==> src/rtl/alu_cmd_sequencer_pkg.sv <==
// alu_cmd_sequencer_pkg
//   Shared constants for the UART ALU command sequencer: frame opcodes,
//   RegFile operand addresses and the binary FSM state encoding.
package alu_cmd_sequencer_pkg;

  // Frame opcodes (first byte of a command frame)
  localparam logic [7:0] ALU_W_OP_CMD  = 8'hCC;  // opcode, OpA, OpB, FUNC
  localparam logic [7:0] ALU_WN_OP_CMD = 8'hDD;  // opcode, FUNC

  // RegFile operand slots
  localparam logic [3:0] OPA_ADDR = 4'h0;
  localparam logic [3:0] OPB_ADDR = 4'h1;

  // FSM states, binary encoded
  localparam logic [3:0] S_IDLE      = 4'd0;
  localparam logic [3:0] S_WAIT_OPA  = 4'd1;
  localparam logic [3:0] S_WR_OPA    = 4'd2;
  localparam logic [3:0] S_WAIT_OPB  = 4'd3;
  localparam logic [3:0] S_WR_OPB    = 4'd4;
  localparam logic [3:0] S_WAIT_FUNC = 4'd5;
  localparam logic [3:0] S_ALU_RUN   = 4'd6;
  localparam logic [3:0] S_WAIT_RES  = 4'd7;
  localparam logic [3:0] S_TX_LSB    = 4'd8;
  localparam logic [3:0] S_TX_MSB    = 4'd9;

endpackage

==> src/rtl/alu_cmd_sequencer.sv <==
// alu_cmd_sequencer
//   Parses ALU command frames from the UART RX byte stream, writes operands
//   into RegFile slots 0x0/0x1, launches the shared ALU with its clock gate
//   open, and pushes the 16-bit result to the TX FIFO LSB first.
// Ports:
//   CLK, RST                 clock, async active-low reset
//   RX_DATA_VALID/IN         one-cycle RX byte strobe and data
//   RegFile_WrEn/ADDRESS/WrData  operand write port
//   ALU_FUNC, ALU_EN, ALU_CLK_EN  ALU control
//   ALU_OUT, ALU_OUT_VALID   ALU result
//   FIFO_FULL, FIFO_WR, TX_DATA_OUT  TX FIFO write port
//   BUSY                     state is not IDLE
//   ERR                      one-cycle pulse on ALU timeout
module alu_cmd_sequencer
  import alu_cmd_sequencer_pkg::*;
#(
  parameter int DATA_WIDTH         = 8,
  parameter int ALU_FUNC_WIDTH     = 4,
  parameter int RegFile_ADDR_WIDTH = 4,
  parameter int TIMEOUT_CYCLES     = 255
) (
  input  logic                          CLK,
  input  logic                          RST,
  input  logic                          RX_DATA_VALID,
  input  logic [DATA_WIDTH-1:0]         RX_DATA_IN,
  output logic                          RegFile_WrEn,
  output logic [RegFile_ADDR_WIDTH-1:0] RegFile_ADDRESS,
  output logic [DATA_WIDTH-1:0]         RegFile_WrData,
  output logic [ALU_FUNC_WIDTH-1:0]     ALU_FUNC,
  output logic                          ALU_EN,
  output logic                          ALU_CLK_EN,
  input  logic [2*DATA_WIDTH-1:0]       ALU_OUT,
  input  logic                          ALU_OUT_VALID,
  input  logic                          FIFO_FULL,
  output logic                          FIFO_WR,
  output logic [DATA_WIDTH-1:0]         TX_DATA_OUT,
  output logic                          BUSY,
  output logic                          ERR
);

  localparam int CW = $clog2(TIMEOUT_CYCLES + 1);
  localparam logic [CW-1:0] TO_LAST = CW'(TIMEOUT_CYCLES - 1);

  logic [3:0]                r_state, w_next;
  logic [DATA_WIDTH-1:0]     r_opnd;
  logic [ALU_FUNC_WIDTH-1:0] r_func;
  logic [2*DATA_WIDTH-1:0]   r_res;
  logic [CW-1:0]             r_tcnt;
  logic                      w_res_ok;
  logic                      w_timeout;
  logic                      w_wr_a, w_wr_b, w_tx_l, w_tx_m;

  // Result accepted in ALU_RUN too, so a single-cycle ALU is not penalised.
  assign w_res_ok  = ALU_OUT_VALID && (r_state == S_ALU_RUN || r_state == S_WAIT_RES);
  // Counter holds 0..T-1 across the T cycles of WAIT_RES; valid wins a tie.
  assign w_timeout = (r_state == S_WAIT_RES) && !ALU_OUT_VALID && (r_tcnt == TO_LAST);

  always_comb begin
    w_next = r_state;
    case (r_state)
      S_IDLE: if (RX_DATA_VALID) begin
        if (RX_DATA_IN == DATA_WIDTH'(ALU_W_OP_CMD))       w_next = S_WAIT_OPA;
        else if (RX_DATA_IN == DATA_WIDTH'(ALU_WN_OP_CMD)) w_next = S_WAIT_FUNC;
      end
      S_WAIT_OPA:  if (RX_DATA_VALID) w_next = S_WR_OPA;
      S_WR_OPA:    w_next = S_WAIT_OPB;
      S_WAIT_OPB:  if (RX_DATA_VALID) w_next = S_WR_OPB;
      S_WR_OPB:    w_next = S_WAIT_FUNC;
      S_WAIT_FUNC: if (RX_DATA_VALID) w_next = S_ALU_RUN;
      S_ALU_RUN:   w_next = w_res_ok ? S_TX_LSB : S_WAIT_RES;
      S_WAIT_RES: begin
        if (w_res_ok)       w_next = S_TX_LSB;
        else if (w_timeout) w_next = S_IDLE;
      end
      S_TX_LSB:    if (!FIFO_FULL) w_next = S_TX_MSB;
      S_TX_MSB:    if (!FIFO_FULL) w_next = S_IDLE;
      default:     w_next = S_IDLE;
    endcase
  end

  always_ff @(posedge CLK or negedge RST) begin
    if (!RST) begin
      r_state <= S_IDLE;
      r_opnd  <= '0;
      r_func  <= '0;
      r_res   <= '0;
      r_tcnt  <= '0;
    end else begin
      r_state <= w_next;
      if (RX_DATA_VALID && (r_state == S_WAIT_OPA || r_state == S_WAIT_OPB))
        r_opnd <= RX_DATA_IN;
      if (RX_DATA_VALID && r_state == S_WAIT_FUNC)
        r_func <= RX_DATA_IN[ALU_FUNC_WIDTH-1:0];
      if (w_res_ok)
        r_res <= ALU_OUT;
      // Cleared during ALU_RUN so every WAIT_RES starts from zero.
      if (r_state == S_ALU_RUN)       r_tcnt <= '0;
      else if (r_state == S_WAIT_RES) r_tcnt <= r_tcnt + 1'b1;
    end
  end

  assign w_wr_a = (r_state == S_WR_OPA);
  assign w_wr_b = (r_state == S_WR_OPB);
  assign w_tx_l = (r_state == S_TX_LSB);
  assign w_tx_m = (r_state == S_TX_MSB);

  // All outputs decode from registered state, so they drop with async reset.
  assign RegFile_WrEn    = w_wr_a | w_wr_b;
  assign RegFile_ADDRESS = w_wr_a ? RegFile_ADDR_WIDTH'(OPA_ADDR) :
                           w_wr_b ? RegFile_ADDR_WIDTH'(OPB_ADDR) : '0;
  assign RegFile_WrData  = (w_wr_a | w_wr_b) ? r_opnd : '0;
  assign ALU_FUNC        = r_func;
  assign ALU_EN          = (r_state == S_ALU_RUN);
  assign ALU_CLK_EN      = (r_state == S_ALU_RUN) | (r_state == S_WAIT_RES);
  assign FIFO_WR         = (w_tx_l | w_tx_m) & ~FIFO_FULL;
  assign TX_DATA_OUT     = w_tx_l ? r_res[DATA_WIDTH-1:0] :
                           w_tx_m ? r_res[2*DATA_WIDTH-1:DATA_WIDTH] : '0;
  assign BUSY            = (r_state != S_IDLE);
  assign ERR             = w_timeout;

endmodule
==> config.mk <==
export PLATFORM = sky130hd
export DESIGN_NAME = alu_cmd_sequencer
export DESIGN_NICKNAME = d
export VERILOG_FILES = /design/src/rtl/alu_cmd_sequencer_pkg.sv /design/src/rtl/alu_cmd_sequencer.sv
export SDC_FILE = /design/constraint.sdc
export NUM_CORES = 1
export LEC_CHECK = 0
export BUFFER_PORTS_ARGS = -buffer_cell sky130_fd_sc_hd__buf_2
export CAP_MARGIN = 15
export CORE_ASPECT_RATIO = 1.5
export CORE_MARGIN = 5
export CORE_UTILIZATION = 45
export CTS_CLUSTER_DIAMETER = 150
export DETAILED_ROUTE_END_ITERATION = 8
export GPL_TIMING_DRIVEN = 0
export HOLD_SLACK_MARGIN = 0.03
export PLACE_DENSITY_LB_ADDON = 0.25
export SYNTH_ARGS = -nofsm -noshare
export SYNTH_HDL_FRONTEND = slang
export SYNTH_SLANG_ARGS = --single-unit
==> constraint.sdc <==
create_clock -name CLK -period 2.37 [get_ports CLK]
set_input_delay 0.237 -clock CLK [delete_from_list [all_inputs] [get_ports CLK]]
set_output_delay 0.237 -clock CLK [all_outputs]
set_load 0.005 [all_outputs]
==> results.cfg <==
[power]
p_leak_nw = 1.259
max-vdd-ir-drop_mv = 0.4899
p_clk_share_pct = 17.4
netSwitchingPower_mw = 1.094
power_density_nw_per_um2 = 1202
pwr-share-comb_pct = 44.7
intPower_mw = 2.015
fin_total_pwr_mw = 3.109
swShare_pct = 35.19
seqPwrFrac_pct = 37.9

[sta]
setup_viol = 0
setup_tns_ns = 0
grt_setup_unrepaired = false
worst_pin_slew_ns = 0.8870
maxSlewViolCount = 0
final.min_clock_period_ns = 2.065
fmax_mhz = 484.3
hold_slack_ns = 0.05185
fin_skew_ns = 0.005630
fin_crit_sh_pct = 87.13
slew-limit-headroom_pct = 40.87
hold_viol = 0

[global_route]
antenna_found_initial = 0
gr-total-overflow = 0
grt_pass1_vias = 1579
grt.total_usage_pct = 15.50
grt_max_degree = 41
grt_pass1_wl_mm = 7.355

[setup_path]
cp-start-kind = flop
cp.arrival_ns = 1.83
r2r_start = r_state[0]
worstPathMaxFanout = 10
crit_required_ns = 2.13
crit_path_start = r_state[2]
crit_type = flop to output pin
crit_path_end_kind = output pin

[clock_network]
clockRootBuffer = clkbuf_8
cts_resized = 0
clkSinkCount = 40
cts_inserted_buffers = 5
h-tree-depth = 2
insertion_delay_ns = 0.29
cts_tree = yes
holdBufCountCts = 0
cts_buffer_depth = 2
path_clk_slew_ns = 0.07
post-cts-setup-buffers = 0

[floorplanning]
rows = 30
core_area_um2 = 4542
fp.dieW_um = 66.01
io_pins = 59
die_h_um = 94.01
start_util_pct = 46.61
fp.dieArea_um2 = 6205

[synthesis]
synth_cells = 189
synth_xor_area_share_pct = 0.8274
synth_seq_cells = 40
yosysWarnings = 0
ys_types = 43
synth_area_leaders = dfrtp_1, mux2_2, mux2_1, mux2i_1, nor2_1
seq_area_frac_synth_pct = 47.28
syn_avg_cell_area_um2 = 11.20
synth_mux_area_share_pct = 19.68
synth_compound_area_share_pct = 10.87
netlist_area_um2 = 2117
synth_top_family_by_area = multiplexers
yosysTopAreaCell = dfrtp_1
yosys.area_share.simple_pct = 16.19
synthAdderAreaFrac_pct = 1.182
synth_top_area_share_pct = 47.28

[cells_and_area]
syn2layout_area_growth_pct = 22.22
drive_above_1_share_pct = 39.76
final_common_cell = buf_2
diodes = 0
fin_nets = 284
layout_common_cells = buf_2, dfrtp_1, nor2_1, mux2_2, nand2_1

[routing]
final_antenna_net_count = 0
first_pass_iters = 4
drc = 0
drtIter0Drc = 50
via_per_inst = 5.035
dr_total_vias = 1601
drt_wl_total_mm = 4.413
wl_per_cell_um = 13.88

[status]
outcome = finished clean

[job]
cap_violations = 0

[placement]
gp_congestion = 0.7440
dpl.hpwl_mm = 3.326
port_buffers = 55

[min_path]
holdCritPathClass = input pin to async pin
-- area by class of cell --
type | count | area (um2)
Buffer | 11 | 68.82
Timing Repair Buffer | 55 | 275.3
Multi-Input combinational cell | 137 | 1044
Fill cell | 418 | 1954
Clock buffer | 6 | 72.57
Clock inverter | 2 | 35.03
Tap cell | 64 | 80.08
Sequential cell | 40 | 1001
Inverter | 3 | 11.26
-- per-stage QoR --
stage                     utilization [%]  area, um2  setup slack (ns)  cells
after floorplan                         -       2125            0.8390    191
after global placement              54.60       2480            0.6436    310
after detailed placement            54.60       2480            0.6341    310
after CTS                           56.97       2587            0.2962    318
after global routing                56.97       2587            0.1679    318
final                               56.97       2587            0.3051    318
-- per-layer routing --
metal  part of all wire (%)  vias to the layer above  global-route usage, %
met5                      0                        -                      0
met4                    1.4                        0                  5.593
met1                     42                      766                  18.20
met2                     51                       38                  26.44
met3                    6.2                        7                  4.551
li1                       -                      790                      -
-- logic make-up after synthesis --
logic type      Yosys count
other cells               1
flops                    40
simple gates             66
buf+inv                  14
mux                      38
compound gates           26
fa+ha+maj                 2
xor+xnor                  2
-- cell usage after synthesis --
cell,instances
dfrtp_1,40
mux2_2,19
nor2_1,19
nand2_1,18
mux2_1,10
mux2i_1,9
and2_1,8
o21ai_0,8
a21o_1,4
a22o_1,4
buf_2,4
buf_4,4
nor4_1,4
nand3_1,3
nor3_1,3
clkbuf_1,2
ha_1,2
inv_1,2
o21a_1,2
a211oi_4,1
a21boi_2,1
a221o_2,1
a311oi_2,1
buf_6,1
conb_1,1
inv_2,1
nand2_2,1
nand2b_1,1
nand3b_1,1
nand3b_2,1
nand4_1,1
nand4bb_1,1
nor2b_1,1
nor3_2,1
nor3_4,1
nor3b_1,1
nor4bb_1,1
o21ai_1,1
o311ai_4,1
o31ai_2,1
o41ai_1,1
xnor2_1,1
xor2_1,1
-- power by group through the flow --
stage	sequential [mW]	combinational [mW]	clock, mW
5_1_grt	1.23	1.55	0.587
4_1_cts	1.18	1.41	0.559
2_1_floorplan	1.15	1.03	0
3_3_place_gp	1.19	1.38	0
3_5_place_dp	1.19	1.41	0
6_report	1.18	1.39	0.541
-- critical path, cell delays in order, from the launching register on --
cell     delay (ns)
dfrtp_1        0.45
buf_2          0.28
xnor2_1        0.11
nor3_2         0.38
and2_1         0.21
buf_2          0.11
-- registers in the layout, indices dropped and copies added, names as in the netlist --
name	flops
ALU_FUNC	4
r_opnd	8
r_res	16
r_state	4
r_tcnt	8
-- path summary, 6_finish.rpt --
kind	end	slack, ns	cells after the start
worst max-delay path	RegFile_WrData[2]	0.31	5
worst min-delay path	r_tcnt[6]	0.05	1
worst max register to register	r_state[2]	0.65	6
worst min register to register	r_res[9]	0.49	1
max in group asynchronous	r_opnd[3]	1.75	1
min in group CLK	r_res[4]	0.15	2
(Power assumes the default switching activity.)
